**src/rtl/hilo_seq_muldiv.sv**
```systemverilog
// hilo_seq_muldiv
// Multi-cycle MIPS multiply/divide unit that owns the architectural HI/LO
// pair. MULT/MULTU use a shift-add multiplier and DIV/DIVU use a restoring
// divider. Both run STEPS_PER_CYCLE iterations per clock. MFHI/MFLO reads
// are served through a registered handshake. A read that arrives while an
// operation is in flight is held off with rd_stall.
//
// Ports:
//   clk, rst_n         rising-edge clock, asynchronous active-low reset
//   start, op          launch MULT(00)/MULTU(01)/DIV(10)/DIVU(11) when idle
//   in_1, in_2         rs / rt operands
//   mt_en/mt_sel/mt_data  MTLO (sel=0) / MTHI (sel=1) write, idle only
//   rd_req, rd_sel     MFLO (sel=0) / MFHI (sel=1) request, held until rd_valid
//   rd_data, rd_valid  registered read data and its one-cycle strobe
//   rd_stall           rd_req & busy, pipeline interlock
//   busy               operation in progress
//   div_zero           sticky divide-by-zero flag, cleared by the next start
//   hi, lo             architectural HI/LO
//
// Optional feature: define HILO_ABORT_EN to add an `abort` input. When abort
// is high while busy, the FSM returns to IDLE without touching HI/LO or
// div_zero.
module hilo_seq_muldiv #(
  parameter int STEPS_PER_CYCLE = 1
) (
  input  logic        clk,
  input  logic        rst_n,
  input  logic        start,
`ifdef HILO_ABORT_EN
  input  logic        abort,
`endif
  input  logic [1:0]  op,
  input  logic [31:0] in_1,
  input  logic [31:0] in_2,
  input  logic        mt_en,
  input  logic        mt_sel,
  input  logic [31:0] mt_data,
  input  logic        rd_req,
  input  logic        rd_sel,
  output logic [31:0] rd_data,
  output logic        rd_valid,
  output logic        rd_stall,
  output logic        busy,
  output logic        div_zero,
  output logic [31:0] hi,
  output logic [31:0] lo
);

  localparam int NCYC = 32 / STEPS_PER_CYCLE;

  typedef enum logic [1:0] {IDLE, CALC, FIX} state_t;

  state_t      state, state_next;
  logic [5:0]  cnt;
  logic        is_div, neg_q, neg_r, dvz;
  logic [31:0] in1_raw, opnd, acc, low;
  logic [31:0] acc_step, low_step;
  logic [32:0] rem_try, sum, diff;
  logic [31:0] res_hi, res_lo;
  logic [63:0] prod;
  logic        start_ok, mt_ok, abort_hit, fix_wr;
  logic        a_neg, b_neg;
  logic [31:0] a_mag, b_mag;

  assign busy     = (state != IDLE);
  assign rd_stall = rd_req & busy;
  assign start_ok = start & ~busy;
  assign mt_ok    = mt_en & ~busy & ~start;

`ifdef HILO_ABORT_EN
  assign abort_hit = abort & busy;
`else
  assign abort_hit = 1'b0;
`endif

  // An abort that lands in FIX must also suppress the HI/LO write.
  assign fix_wr = (state == FIX) & ~abort_hit;

  // Signed ops work on magnitudes. Unsigned ops never see a negative sign.
  assign a_neg = ~op[0] & in_1[31];
  assign b_neg = ~op[0] & in_2[31];
  assign a_mag = a_neg ? -in_1 : in_1;
  assign b_mag = b_neg ? -in_2 : in_2;

  always_ff @(posedge clk or negedge rst_n) begin
    if (!rst_n) state <= IDLE;
    else        state <= state_next;
  end

  always_comb begin
    state_next = state;
    case (state)
      IDLE:    if (start) state_next = CALC;
      CALC:    if (cnt == 6'd0) state_next = FIX;
      FIX:     state_next = IDLE;
      default: state_next = IDLE;
    endcase
    if (abort_hit) state_next = IDLE;
  end

  // acc/low form one 64-bit working pair. For multiply, low holds the
  // multiplier, which shifts out while product bits shift in. For divide,
  // low holds the dividend, which shifts into acc while quotient bits fill in.
  always_comb begin
    acc_step = acc;
    low_step = low;
    rem_try  = '0;
    sum      = '0;
    diff     = '0;
    for (int i = 0; i < STEPS_PER_CYCLE; i++) begin
      if (is_div) begin
        rem_try = {acc_step, low_step[31]};
        diff    = rem_try - {1'b0, opnd};
        if (rem_try >= {1'b0, opnd}) begin
          acc_step = diff[31:0];
          low_step = {low_step[30:0], 1'b1};
        end else begin
          acc_step = rem_try[31:0];
          low_step = {low_step[30:0], 1'b0};
        end
      end else begin
        sum      = {1'b0, acc_step} + (low_step[0] ? {1'b0, opnd} : 33'd0);
        low_step = {sum[0], low_step[31:1]};
        acc_step = sum[32:1];
      end
    end
  end

  always_ff @(posedge clk or negedge rst_n) begin
    if (!rst_n) begin
      cnt     <= '0;
      is_div  <= 1'b0;
      neg_q   <= 1'b0;
      neg_r   <= 1'b0;
      dvz     <= 1'b0;
      in1_raw <= '0;
      opnd    <= '0;
      acc     <= '0;
      low     <= '0;
    end else if (start_ok) begin
      cnt     <= 6'(NCYC - 1);
      is_div  <= op[1];
      neg_q   <= a_neg ^ b_neg;
      neg_r   <= a_neg;
      dvz     <= (in_2 == 32'd0);
      in1_raw <= in_1;
      opnd    <= op[1] ? b_mag : a_mag;
      acc     <= '0;
      low     <= op[1] ? a_mag : b_mag;
    end else if (state == CALC) begin
      cnt <= cnt - 6'd1;
      acc <= acc_step;
      low <= low_step;
    end
  end

  // Sign fix-up. A zero divisor bypasses the divider result entirely.
  always_comb begin
    prod = {acc, low};
    if (neg_q) prod = -prod;
    if (!is_div) begin
      res_hi = prod[63:32];
      res_lo = prod[31:0];
    end else if (dvz) begin
      res_hi = in1_raw;
      res_lo = 32'hFFFF_FFFF;
    end else begin
      res_hi = neg_r ? -acc : acc;
      res_lo = neg_q ? -low : low;
    end
  end

  always_ff @(posedge clk or negedge rst_n) begin
    if (!rst_n) begin
      hi <= '0;
      lo <= '0;
    end else if (fix_wr) begin
      hi <= res_hi;
      lo <= res_lo;
    end else if (mt_ok) begin
      if (mt_sel) hi <= mt_data;
      else        lo <= mt_data;
    end
  end

  always_ff @(posedge clk or negedge rst_n) begin
    if (!rst_n)                      div_zero <= 1'b0;
    else if (start_ok)               div_zero <= 1'b0;
    else if (fix_wr && is_div && dvz) div_zero <= 1'b1;
  end

  // Reads capture HI/LO as they stood before the edge. This means a
  // simultaneous MT write is not visible yet, while a result written in
  // FIX is already visible.
  always_ff @(posedge clk or negedge rst_n) begin
    if (!rst_n) begin
      rd_valid <= 1'b0;
      rd_data  <= '0;
    end else begin
      rd_valid <= rd_req & ~busy;
      if (rd_req && !busy) rd_data <= rd_sel ? hi : lo;
    end
  end

endmodule

```
**config.mk**
```make
export PLATFORM = sky130hd
export DESIGN_NAME = hilo_seq_muldiv
export DESIGN_NICKNAME = d
export VERILOG_FILES = /design/src/rtl/hilo_seq_muldiv.sv
export SDC_FILE = /design/constraint.sdc
export NUM_CORES = 1
export LEC_CHECK = 0
export CELL_PAD_IN_SITES_DETAIL_PLACEMENT = 0
export CELL_PAD_IN_SITES_GLOBAL_PLACEMENT = 1
export CORE_UTILIZATION = 43
export DETAILED_ROUTE_END_ITERATION = 6
export GPL_ROUTABILITY_DRIVEN = 0
export GPL_TIMING_DRIVEN = 1
export PLACE_DENSITY = 0.9
export SLEW_MARGIN = 25
export SYNTH_ARGS = -nofsm -noshare
export SYNTH_HDL_FRONTEND = slang
export SYNTH_SLANG_ARGS = --single-unit
export TNS_END_PERCENT = 20
```
**constraint.sdc**
```tcl
create_clock -name clk -period 4.1 [get_ports clk]
set_input_delay 0.615 -clock clk [delete_from_list [all_inputs] [get_ports clk]]
set_output_delay 0.615 -clock clk [all_outputs]
set_load 0.02 [all_outputs]
```
==> impl_metrics.xml <==
<?xml version="1.0" encoding="UTF-8"?>
<metrics>
  <group name="floorplan">
    <metric name="die-height" unit="microns">210</metric>
    <metric name="chipWidth" unit="microns">210</metric>
    <metric name="core" unit="sq um">42300</metric>
    <metric name="floorplan.initialDensity" unit="">0.440</metric>
    <metric name="floorplan.die_area" unit="sq um">44100</metric>
    <metric name="io_pins" unit="">205</metric>
    <metric name="placementRows" unit="">75</metric>
  </group>
  <group name="critical_path">
    <metric name="timing.setup.critical_path_class" unit="">reg -&gt; reg</metric>
    <metric name="setup.reg_to_reg.worst_slack" unit="ns">0.42</metric>
    <metric name="cp_data_required_time" unit="ns">4.55</metric>
    <metric name="worst-path-stages" unit="">10</metric>
    <metric name="arrival" unit="ns">4.14</metric>
    <metric name="worstRegToRegCells" unit="">10</metric>
    <metric name="critical_path_s_slowest_cell" unit="">sky130_fd_sc_hd__dfrtp_1</metric>
    <metric name="rr_endpoint" unit="">acc[30]</metric>
    <metric name="worst_setup_path_start_kind" unit="">flop</metric>
    <metric name="timing.critical_path.buf_inv" unit="">0</metric>
    <metric name="path_delay_family" unit="">compound AO/OA/AOI/OAI gates</metric>
    <metric name="critical_path.max_stage_delay" unit="ns">0.67</metric>
    <metric name="crit_fanout" unit="">8</metric>
    <metric name="worst_r2r_startpoint" unit="">acc[16]</metric>
    <metric name="worstSetupEndpointType" unit="">flop</metric>
    <metric name="timing.critical_path.cells" unit="">ha_1 &gt; a21oi_1 &gt; o21ai_0 &gt; o311ai_0 &gt; a22oi_1 &gt; o21ai_0 &gt; o21bai_1 &gt; or3_1 &gt; a221oi_1 &gt; a21oi_1</metric>
  </group>
  <group name="global_routing">
    <metric name="via_count_of_the_first_global_routing_pass" unit="">17862</metric>
    <metric name="antenna_found_initial" unit="">2</metric>
    <metric name="grt_start_max_net_pins" unit="">101</metric>
    <metric name="gr-total-overflow" unit="">0</metric>
    <metric name="grt_first_pass_wirelength" unit="microns">107000</metric>
    <metric name="globalRouteTotalUtil" unit="">0.313</metric>
  </group>
  <group name="yosys">
    <metric name="synth_cells" unit="">2362</metric>
    <metric name="syn_avg_cell_area" unit="sq um">7.88</metric>
    <metric name="synth-edff-count" unit="">0</metric>
    <metric name="ys_dominant_reg_cell" unit="">sky130_fd_sc_hd__dfrtp_1</metric>
    <metric name="synth.cell_area" unit="sq um">18600</metric>
    <metric name="yosys_register_bits" unit="">238</metric>
    <metric name="number_of_warnings_issued_by_yosys" unit="">0</metric>
    <metric name="async_flop_share" unit="">1.00</metric>
    <metric name="synth_cell_type_count" unit="">72</metric>
    <metric name="synth_seq_area_share" unit="">0.320</metric>
    <metric name="syn_nets" unit="">2539</metric>
  </group>
  <group name="power">
    <metric name="clock_power_share" unit="">0.497</metric>
    <metric name="p_int" unit="W">0.00422</metric>
    <metric name="switching_share" unit="">0.245</metric>
    <metric name="power_per_cell_area" unit="nW/um^2">250</metric>
    <metric name="design_power_total" unit="W">0.00560</metric>
    <metric name="power_frac_comb" unit="">0.083</metric>
    <metric name="p_sw" unit="W">0.00137</metric>
    <metric name="max-vdd-ir-drop" unit="V">0.000260</metric>
    <metric name="power.static_leakage" unit="nW">9.75</metric>
    <metric name="power.sequential.fraction" unit="">0.421</metric>
  </group>
  <group name="cts">
    <metric name="hold_buffers" unit="">0</metric>
    <metric name="worstSkewPairLatency" unit="ns">0.58</metric>
    <metric name="cts_made_buffers" unit="">28</metric>
    <metric name="h_tree_depth" unit="">1</metric>
    <metric name="clock-root-buffer" unit="">sky130_fd_sc_hd__clkbuf_16</metric>
    <metric name="clk_path_buf_depth" unit="">3</metric>
    <metric name="cts_sinks" unit="">238</metric>
    <metric name="cts.reportedPaths.clkPinSlew" unit="ns">0.06</metric>
    <metric name="postCtsSetupBuffers" unit="">0</metric>
    <metric name="tritoncts_clock_tree" unit="">built</metric>
    <metric name="cts.repair.resized" unit="">0</metric>
  </group>
  <group name="timing">
    <metric name="slew-limit-headroom" unit="">0.341</metric>
    <metric name="setup_repair_after_global_routing_missed_its_margin" unit="">no</metric>
    <metric name="clock_skew" unit="ns">0.0117</metric>
    <metric name="fin_setup_tns" unit="ns">0</metric>
    <metric name="max_slew.worst_pin.slew" unit="ns">0.986</metric>
    <metric name="max_freq" unit="MHz">272</metric>
    <metric name="timing.hold.ws" unit="ns">0.0348</metric>
    <metric name="final_max_slew_viol_count" unit="">0</metric>
    <metric name="finalHoldViolCount" unit="">0</metric>
    <metric name="period_minus_slack" unit="ns">3.68</metric>
    <metric name="fin_crit_sh" unit="">0.898</metric>
    <metric name="setup_violations" unit="">0</metric>
  </group>
  <group name="route">
    <metric name="first_iter_violations" unit="">2400</metric>
    <metric name="post_drt_via_cell_ratio" unit="">6.17</metric>
    <metric name="final_wl" unit="microns">70200</metric>
    <metric name="routed_wire_length_per_instance" unit="microns">22.6</metric>
    <metric name="post-route-drc-count" unit="">0</metric>
    <metric name="route.antenna.remaining_nets" unit="">0</metric>
    <metric name="drt-pass1-iter-count" unit="">7</metric>
    <metric name="routed-via-count" unit="">19164</metric>
  </group>
  <group name="layout">
    <metric name="area_of_the_multi_input_gates" unit="sq um">11800</metric>
    <metric name="areaGrowthSynthToFinish" unit="%">20.4</metric>
    <metric name="drive_above_1_share" unit="">0.0618</metric>
    <metric name="mostFrequentLayoutCells" unit="">sky130_fd_sc_hd__nand2_1, sky130_fd_sc_hd__o21ai_0, sky130_fd_sc_hd__dfrtp_1</metric>
    <metric name="design.final.nets" unit="">2683</metric>
    <metric name="seq_area" unit="sq um">5960</metric>
    <metric name="finalNonFillerCells" unit="">3104</metric>
    <metric name="nFillCells" unit="">3998</metric>
    <metric name="layout_commonest_cell" unit="">sky130_fd_sc_hd__nand2_1</metric>
    <metric name="design_area" unit="sq um">22400</metric>
  </group>
  <group name="placed_design">
    <metric name="placedCellCount" unit="">3053</metric>
    <metric name="post_detailed_placement_cell_area" unit="sq um">21400</metric>
    <metric name="port-buffer-count" unit="">204</metric>
    <metric name="half_perimeter_wire_length_after_placement" unit="microns">53100</metric>
  </group>
  <group name="outcome">
    <metric name="result_of_the_run" unit="">finished clean</metric>
  </group>
  <group name="job">
    <metric name="max-cap-violations" unit="">0</metric>
  </group>
  <group name="min_path">
    <metric name="hold_path_class" unit="">in -&gt; async</metric>
  </group>
</metrics>
[per-layer routing]
| metal | vias up | routed length, microns | GRT usage |
|---|---|---|---|
| met3 | 193 | 7030 | 0.0526 |
| met5 | - | 0 | 0 |
| li1 | 8724 | - | - |
| met4 | 0 | 3420 | 0.132 |
| met2 | 1068 | 30100 | 0.475 |
| met1 | 9179 | 29700 | 0.440 |
[power groups by stage]
stage | clock network [W] | logic, W | registers (W)
floorplan | 0 | 0.000185 | 0.00240
finish | 0.00278 | 0.000463 | 0.00235
CTS | 0.00280 | 0.000457 | 0.00235
detailed placement | 0 | 0.000454 | 0.00240
global placement | 0 | 0.000449 | 0.00240
global route | 0.00288 | 0.000497 | 0.00235
[cells by family (layout without fill, tap and decap cells)]
logic type                 count (synthesis)  after routing  share of synthesized area
xor gates and xnor gates                 175            175                     0.0824
DFF                                      238            238                      0.320
and+or+nand+nor                          736            736                      0.180
other                                      0              1                          0
AOI/OAI and AO/OA                        770            770                      0.248
buffers and inverters                    240            404                     0.0489
adders and majority gates                 72             72                     0.0492
muxes                                    131            131                     0.0709
[cells in the mapped netlist (4+ instances only)]
library cell | instances | area [sq um]
sky130_fd_sc_hd__a211oi_1 | 15 | 113
sky130_fd_sc_hd__a21boi_0 | 5 | 37.5
sky130_fd_sc_hd__a21o_1 | 33 | 248
sky130_fd_sc_hd__a21oi_1 | 211 | 1060
sky130_fd_sc_hd__a221oi_1 | 8 | 70.1
sky130_fd_sc_hd__a22oi_1 | 21 | 158
sky130_fd_sc_hd__a311oi_1 | 4 | 35.0
sky130_fd_sc_hd__a31oi_1 | 25 | 156
sky130_fd_sc_hd__and2_1 | 6 | 37.5
sky130_fd_sc_hd__and3_1 | 10 | 62.6
sky130_fd_sc_hd__buf_1 | 22 | 82.6
sky130_fd_sc_hd__clkbuf_1 | 138 | 518
sky130_fd_sc_hd__dfrtp_1 | 238 | 5960
sky130_fd_sc_hd__ha_1 | 70 | 876
sky130_fd_sc_hd__inv_1 | 75 | 282
sky130_fd_sc_hd__mux2_2 | 6 | 67.6
sky130_fd_sc_hd__mux2i_1 | 125 | 1250
sky130_fd_sc_hd__nand2_1 | 313 | 1170
sky130_fd_sc_hd__nand2b_1 | 16 | 100
sky130_fd_sc_hd__nand3_1 | 24 | 120
sky130_fd_sc_hd__nand3b_1 | 6 | 45.0
sky130_fd_sc_hd__nand4_1 | 16 | 100
sky130_fd_sc_hd__nor2_1 | 210 | 788
sky130_fd_sc_hd__nor2b_1 | 17 | 106
sky130_fd_sc_hd__nor3_1 | 27 | 135
sky130_fd_sc_hd__nor3b_1 | 5 | 37.5
sky130_fd_sc_hd__nor4_1 | 13 | 81.3
sky130_fd_sc_hd__o2111ai_1 | 4 | 35.0
sky130_fd_sc_hd__o211ai_1 | 69 | 518
sky130_fd_sc_hd__o21a_1 | 13 | 97.6
sky130_fd_sc_hd__o21ai_0 | 248 | 1240
sky130_fd_sc_hd__o21ai_1 | 4 | 20.0
sky130_fd_sc_hd__o21bai_1 | 22 | 165
sky130_fd_sc_hd__o22ai_1 | 36 | 225
sky130_fd_sc_hd__o31ai_1 | 20 | 150
sky130_fd_sc_hd__o41ai_1 | 7 | 61.3
sky130_fd_sc_hd__or2_2 | 9 | 56.3
sky130_fd_sc_hd__or3_1 | 25 | 156
sky130_fd_sc_hd__or4_1 | 23 | 173
sky130_fd_sc_hd__xnor2_1 | 120 | 1050
sky130_fd_sc_hd__xor2_1 | 55 | 482
[worst max-delay path by stage]
stage               end     start  slack, ns
6_report        acc[30]   acc[16]       0.42
5_1_grt         acc[12]   acc[11]       0.12
4_1_cts         acc[30]   acc[16]       0.57
3_5_place_dp   opnd[27]  in_2[12]       0.52
3_3_place_gp    low[27]   in_2[6]       0.49
2_1_floorplan   acc[22]    low[0]       0.82
[worst reg2reg max path: stages (launching register included)]
cell                       delay, ns
sky130_fd_sc_hd__dfrtp_1        0.67
sky130_fd_sc_hd__ha_1           0.41
sky130_fd_sc_hd__a21oi_1        0.28
sky130_fd_sc_hd__o21ai_0        0.25
sky130_fd_sc_hd__o311ai_0       0.65
sky130_fd_sc_hd__a22oi_1        0.16
sky130_fd_sc_hd__o21ai_0        0.24
sky130_fd_sc_hd__o21bai_1       0.15
sky130_fd_sc_hd__or3_1          0.36
sky130_fd_sc_hd__a221oi_1       0.29
sky130_fd_sc_hd__a21oi_1        0.07
[area by class of cell]
| cell class | count | area share |
|---|---|---|
| well taps | 577 | 0.0322 |
| clock inverters | 11 | 0.00972 |
| repair buffers | 276 | 0.117 |
| diodes | 1 | 0.000112 |
| multi-input cells | 1884 | 0.526 |
| inverters | 78 | 0.0131 |
| clock buffers | 39 | 0.0358 |
| flip-flops and latches | 238 | 0.266 |
[sequential cells by signal, summed over array words and instances, names as in the netlist]
register,flops
rd_data,32
is_div,1
dvz,1
low,32
neg_r,1
acc,32
div_zero,1
in1_raw,32
cnt,6
rd_valid,1
state,2
hi,32
neg_q,1
opnd,32
lo,32
[metrics by stage]
step                      setup slack (ns)   util
final                                0.418  0.529
after global routing                 0.124  0.529
after CTS                            0.567  0.529
after detailed placement             0.523  0.505
after global placement               0.493  0.505
after floorplan                      0.821      -
Power figures use the tool's default switching activity.
